`config.mk`:
```
export PLATFORM = sky130hd
export DESIGN_NAME = pc_update_unit_flat
export DESIGN_NICKNAME = d
export VERILOG_FILES = /design/src/rtl/pc_update_unit_if.sv /design/src/rtl/pc_update_unit.sv /design/src/flat_wrapper.sv
export SDC_FILE = /design/constraint.sdc
export NUM_CORES = 1
export LEC_CHECK = 0
export BUFFER_PORTS_ARGS = -buffer_cell sky130_fd_sc_hd__buf_2
export CORE_MARGIN = 3
export CORE_UTILIZATION = 45
export DETAILED_ROUTE_END_ITERATION = 10
export HOLD_SLACK_MARGIN = 0.05
export PLACE_DENSITY = 0.91
export REMOVE_ABC_BUFFERS = 1
export SYNTH_ARGS = -nofsm -noshare
export SYNTH_HDL_FRONTEND = slang
export SYNTH_SLANG_ARGS = --single-unit
export TNS_END_PERCENT = 10
```
`constraint.sdc`:
```
create_clock -name clk -period 4.3 [get_ports clk]
set_input_delay 0.645 -clock clk [delete_from_list [all_inputs] [get_ports clk]]
set_output_delay 0.645 -clock clk [all_outputs]
set_load 0.005 [all_outputs]
```
`src/rtl/pc_update_unit_if.sv`:
```
// Fetch-stage PC bus: branch request, targets and flags in, current PC and return address out.
interface pc_update_unit_if;
  logic        AddrSrc;
  logic [15:0] InAddrImm;
  logic [15:0] InAddrReg;
  logic        branch;
  logic [2:0]  cond;
  logic        Z;
  logic        N;
  logic        V;
  logic [15:0] OutAddr;
  logic [15:0] PCSOut;

  modport master (
    output AddrSrc, InAddrImm, InAddrReg, branch, cond, Z, N, V,
    input  OutAddr, PCSOut
  );

  modport slave (
    input  AddrSrc, InAddrImm, InAddrReg, branch, cond, Z, N, V,
    output OutAddr, PCSOut
  );
endinterface

```
`src/rtl/pc_update_unit.sv`:
```
// Program counter with conditional branch to an immediate word target or a register byte target.
module pc_update_unit (
  input  logic             clk,
  input  logic             rst,
  pc_update_unit_if.slave  bus
);

  logic [15:0] pc_q, pc_d;
  logic [15:0] pc_seq;
  logic [15:0] target;
  logic        cond_true;
  logic        take;
  logic        unused_imm_msb;

  // Immediate is a word address; its top bit falls off when converted to bytes.
  assign unused_imm_msb = bus.InAddrImm[15];

  always_comb begin
    cond_true = 1'b0;
    case (bus.cond)
      3'b000:  cond_true = ~bus.Z;
      3'b001:  cond_true = bus.Z;
      3'b010:  cond_true = ~bus.Z & ~bus.N;
      3'b011:  cond_true = bus.N;
      3'b100:  cond_true = bus.Z | ~bus.N;
      3'b101:  cond_true = bus.Z | bus.N;
      3'b110:  cond_true = bus.V;
      default: cond_true = 1'b1; // unconditional: flags never consulted
    endcase
  end

  always_comb begin
    pc_seq = pc_q + 16'd2;
    take   = bus.branch & cond_true;
    target = bus.AddrSrc ? {bus.InAddrImm[14:0], 1'b0} : bus.InAddrReg;
    pc_d   = take ? target : pc_seq;
  end

  always_ff @(posedge clk or posedge rst) begin
    if (rst) begin
      pc_q <= 16'h0000;
    end else begin
      pc_q <= pc_d;
    end
  end

  assign bus.OutAddr = pc_q;
  assign bus.PCSOut  = pc_seq;

endmodule

```
`src/flat_wrapper.sv`:
```
// flat-port wrapper written by rule: the top's interface ports become plain ports
module pc_update_unit_flat 
  (clk, rst, bus_AddrSrc, bus_InAddrImm, bus_InAddrReg, bus_branch, bus_cond, bus_Z, bus_N, bus_V, bus_OutAddr, bus_PCSOut);
  pc_update_unit_if bus_i ();
  input  logic clk;
  input  logic rst;
  input wire logic [$bits(bus_i.AddrSrc)-1:0] bus_AddrSrc;
  input wire logic [$bits(bus_i.InAddrImm)-1:0] bus_InAddrImm;
  input wire logic [$bits(bus_i.InAddrReg)-1:0] bus_InAddrReg;
  input wire logic [$bits(bus_i.branch)-1:0] bus_branch;
  input wire logic [$bits(bus_i.cond)-1:0] bus_cond;
  input wire logic [$bits(bus_i.Z)-1:0] bus_Z;
  input wire logic [$bits(bus_i.N)-1:0] bus_N;
  input wire logic [$bits(bus_i.V)-1:0] bus_V;
  output wire logic [$bits(bus_i.OutAddr)-1:0] bus_OutAddr;
  output wire logic [$bits(bus_i.PCSOut)-1:0] bus_PCSOut;
  assign bus_i.AddrSrc = bus_AddrSrc;
  assign bus_i.InAddrImm = bus_InAddrImm;
  assign bus_i.InAddrReg = bus_InAddrReg;
  assign bus_i.branch = bus_branch;
  assign bus_i.cond = bus_cond;
  assign bus_i.Z = bus_Z;
  assign bus_i.N = bus_N;
  assign bus_i.V = bus_V;
  assign bus_OutAddr = bus_i.OutAddr;
  assign bus_PCSOut = bus_i.PCSOut;
  pc_update_unit u_core (.clk(clk), .rst(rst), .bus(bus_i));
endmodule
```
Word-level counts from Yosys, hierarchy flattened
Cells that the tools add are included.
W data, S select, Z words.
{ "totals": {"reg_bits": 16, "latchBits": 0, "ram_bits": 0, "romBits": 0, "inputBits": 42, "out_inout_bits": 32, "elab_cells": 18, "memories": 0} }
{ "classes": {"n_addsub": 1, "mul": 0, "div_mod_pow": 0, "n_lt_le_gt_ge": 0, "eq_ne": 6, "shift": 0, "muxes": 3, "bitwise_logic": 6, "reduce_logical": 1} }
{ "ops": {"columns": ["operator", "count"], "rows": [
  ["$mux W16", 2],
  ["$add A16 B2 Y16 const B", 1],
  ["$eq A3 B3 Y1 const B", 3],
  ["$pmux W1 S7", 1],
  ["$eq A3 B2 Y1 const B", 2],
  ["$eq A3 B1 Y1 const B", 1],
  ["$logic_not A3 Y1", 1],
  ["$and A1 B1 Y1", 2],
  ["$not A1 Y1", 2],
  ["$or A1 B1 Y1", 2]
]} }

Longest topological paths before layout
{ "depth": {"word_depth": 5, "depth_mapped": 5, "mapped_depth_nobuf": 5} }

Least setup slack after synthesis
No wires, ideal clock.
{ "synth_timing": {"kind": "input -> register", "start": "input bus_cond[1]", "end": "register u_core.pc_q[10] (netlist: u_core.bus.OutAddr[10])", "setup_ps": 125, "arrival_time_ps": 1868, "required_time_ps": 4175, "path_slack_ps": 2308, "cell_stages": 5, "n_path_buf": 1, "path_cell_list": "mux2_2 -> o21ai_1 -> a221oi_4 -> buf_6 -> mux2_2"} }
{ "synth_via": {"elab_chain_cells": 4, "elab_cells_between_ends": 10, "cone_classes": "eq/ne (6); mux (2); bitwise (1); reduce/logical (1)"} }
{ "synth_rtl": {"columns": ["element", "line_no", "rtl"], "rows": [
  ["start: declaration", "flat_wrapper.sv:11", "input wire logic [$bits(bus_i.cond)-1:0] bus_cond;"],
  ["$eq A3 B3 Y1, or another cell as far along", "pc_update_unit.sv:20", "case (bus.cond)"],
  ["$pmux W1 S7 *", "pc_update_unit.sv:20", null],
  ["$and A1 B1 Y1 *", "pc_update_unit.sv:34", "take = bus.branch & cond_true;"],
  ["$mux W16 *", "pc_update_unit.sv:36", "pc_d = take ? target : pc_seq;"],
  ["net u_core.pc_d[10]", "pc_update_unit.sv:8", "logic [15:0] pc_q, pc_d;"],
  ["end signal: assignment", "pc_update_unit.sv:43", "pc_q <= pc_d;"],
  ["end: declaration", "pc_update_unit.sv:8", null]
]} }
Mark *: on every way through the listed nets, which the timed path passes. The rest lies on a longest branch.

Worst setup path in the final report
{ "layout_timing": {"start": "register u_core.pc_q[1] (netlist: u_core.bus.OutAddr[1])", "end": "output bus_PCSOut[13]"} }
{ "layout_via": {"elab_chain_cells": 1} }
{ "layout_rtl": {"columns": ["element", "line_no", "rtl"], "rows": [
  ["$add A16 B2 Y16", "pc_update_unit.sv:33", "pc_seq = pc_q + 16'd2;"],
  ["end: declaration", "flat_wrapper.sv:16", "output wire logic [$bits(bus_i.PCSOut)-1:0] bus_PCSOut;"]
]} }
Every way passes these cells.

==> run_results.csv <==
group,metric,value,unit
grt,grt_first_pass_wirelength,4.91,mm
sta,rsz0062_at_grt,"false",
routing,wire_per_inst,14.7,um
logic_synthesis,yosys.area.top_type,"dfrtp_1",
worst_setup_path,slowest_delay,0.51,ns
floorplanning,die_h,55.8,um
sta,tightestPinTransition,0.866,ns
sta,setup_tns,0,ns
sta,period_share,0.601,
routing,wl,2.96,mm
floorplanning,fp.dieArea,0.00312,mm^2
worst_setup_path,cp-end-kind,"output port",
cts,clk-insertion-delay-late,0.28,ns
logic_synthesis,yosysUniqueCellTypes,24,
power_and_ir_drop,p_sw,0.259,mW
power_and_ir_drop,ir_drop,0.430,mV
logic_synthesis,yosys-top-cells-area,"dfrtp_1, mux2_2, xor2_1",
run,cap_violations,0,
min_path,min_path_type,"primary input to async pin",
power_and_ir_drop,swShare,0.387,
worst_setup_path,crit_family,"flip-flops",
cts,ctsRootBufferMaster,"clkbuf_4",
logic_synthesis,syn_area,0.00112,mm^2
sta,finalWorstSetupSlack,1.72,ns
logic_synthesis,synthFlopType,"dfrtp_1",
routing,via_per_inst,5.19,
sta,hold_violations,0,
sta,final_max_slew_viol_count,0,
power_and_ir_drop,powerDensity,444,mW/mm^2
cells_and_area,antenna_cells,0,
power_and_ir_drop,p_clk_frac,0.116,
logic_synthesis,ys_seq_elements,16,
logic_synthesis,synth_edf_count,0,
cts,hold_buffers,0,
logic_synthesis,synth_most_common_cell,"mux2_2",
cts,cts_tree,"yes",
routing,drtAntennaViolNets,0,
sta,fmax,387,MHz
logic_synthesis,yosysWarnings,0,
cts,cts_resized,0,
worst_setup_path,cp_slowest_cell,"dfrtp_1",
cells_and_area,largest_reg_flops,16,
logic_synthesis,synthArstFlopShare,1.00,
logic_synthesis,syn_inst,102,
worst_setup_path,critical_path_arrival,1.94,ns
grt,antenna_found_initial,0,
cells_and_area,utilization,0.663,
cells_and_area,nets,218,
cts,numCtsBuffers,3,
grt,grt_overflow_total,0,
power_and_ir_drop,power.total,0.670,mW
cts,clock_path_buffers,2,
worst_setup_path,worstSetupPathType,"flop to output port",
power_and_ir_drop,share_seq_of_total_power,0.395,
logic_synthesis,avgSynthCellArea,11.0,um^2
routing,vias,1043,
worst_setup_path,cp-start-kind,"flop",
worst_setup_path,cp_max_fo,9,
placed_design,place_congestion,0.727,
power_and_ir_drop,combPwrFrac,0.489,
cts,post-cts-setup-buffer-count,0,
logic_synthesis,synth_seq_area_share,0.358,
outcome,outcome,"finished clean",
routing,drt_pass1_iterations,4,
cts,clock-sinks,16,
routing,post-route-drc-count,0,
placed_design,dp_hpwl,2.36,mm
cells_and_area,n_fill_cell,194,
worst_setup_path,crit_buf_inv,2,
cells_and_area,drive_above_1_share,0.618,
power_and_ir_drop,leakagePower,0.749,nW
floorplanning,fp.coreArea,0.00228,mm^2
floorplanning,io_pins,74,
worst_setup_path,cp_cell_sequence,"ha_1 -> inv_1 -> nor4_1 -> xor2_1 -> buf_2",
placed_design,place_ws,1.85,ns
logic_synthesis,synth_top_area_share,0.358,
worst_setup_path,crit_required,3.65,ns
sta,period_needed,2.58,ns
floorplanning,rows,17,
placed_design,io_buffers,72,
sta,setup_violations,0,
floorplanning,dieWidth,55.8,um
sta,fin_skew,0.00294,ns
worst_setup_path,rrSetupSlack,2.49,ns
power_and_ir_drop,internal_power,0.411,mW
grt,grt_start_max_net_pins,17,
cts,clk_pin_slew,0.09,ns
floorplanning,start_util,0.491,
sta,relSlewSlack,0.423,
routing,drt_iter0_markers,27,
cells_and_area,area_growth,35.1,%
grt,globalRouteTotalUtil,0.196,
logic_synthesis,ys_top_cells_by_count,"mux2_2, dfrtp_1, xor2_1, nand3_1, inv_1",
cts,htree_levels,1,
grt,grt_pass1_vias,1094,
[final cells by class]
class | instances | area [um^2] | area share
Multi-Input combinational cell | 77 | 672 | 0.445
Sequential cell | 16 | 400 | 0.265
Timing Repair Buffer | 72 | 360 | 0.239
Tap cell | 28 | 35.0 | 0.0232
Clock buffer | 3 | 22.5 | 0.0149
Inverter | 5 | 18.8 | 0.0124
[final timing paths]
check                                          to  depth (start not counted)                  start
hold / removal             u_core.bus.OutAddr[15]                          2                    rst
hold reg to reg             u_core.bus.OutAddr[0]                          1  u_core.bus.OutAddr[0]
setup reg to reg           u_core.bus.OutAddr[12]                          4  u_core.bus.OutAddr[3]
min in group clk            u_core.bus.OutAddr[0]                          1  u_core.bus.OutAddr[0]
max in group asynchronous   u_core.bus.OutAddr[6]                          2                    rst
setup / recovery                   bus_PCSOut[13]                          5  u_core.bus.OutAddr[1]
[power groups by stage]
stage	registers, mW	logic, mW	clock network (mW)
after floorplan	0.263	0.167	0
after global placement	0.265	0.318	0
after detailed placement	0.266	0.331	0
after CTS	0.264	0.333	0.0819
after global routing	0.274	0.359	0.0882
final	0.265	0.328	0.0776
[layout by cell type (no fill, tap or decap), types with 2 or more instances in the layout]
cell type,count
buf_2,72
mux2_2,30
dfrtp_1,16
xor2_1,10
nand3_1,8
inv_1,5
nor4_1,4
nor2_1,4
nand2_1,3
xnor2_1,3
clkbuf_4,3
nand4_1,2
nor3_1,2
mux2i_1,2
[logic make-up (layout without fill, tap and decap cells)]
family	count (synthesis)	in the layout	share of synthesized area
XOR/XNOR	13	13	0.102
buffers and inverters	9	80	0.0403
AND/OR/NAND/NOR	27	27	0.125
multiplexers	32	32	0.320
flip-flops	16	16	0.358
AO/OA/AOI/OAI	4	4	0.0426
adder cells (fa/ha/maj)	1	1	0.0112
[worst reg2reg max path, cell delays in order (launching register included)]
cell and delay [ns]:
dfrtp_1 0.44, nand4_1 0.35, nor4_1 0.49, xor2_1 0.14, mux2_2 0.29
[layer usage]
metal | GRT usage | routed length, um | vias to the layer above
met5 | 0 | 0 | -
met4 | 0.0508 | 38 | 0
met3 | 0.0418 | 274 | 4
met2 | 0.368 | 1520 | 62
met1 | 0.221 | 1120 | 463
li1 | - | - | 514
[through the flow]
stage	hold WS [ns]	area, um^2	std cells
after floorplan	0.551	1090	98
after global placement	0.509	1490	198
after detailed placement	0.523	1490	198
after CTS	0.447	1510	201
after global routing	0.481	1510	201
final	0.424	1510	201
No activity file was read; power rests on OpenSTA's default activity.
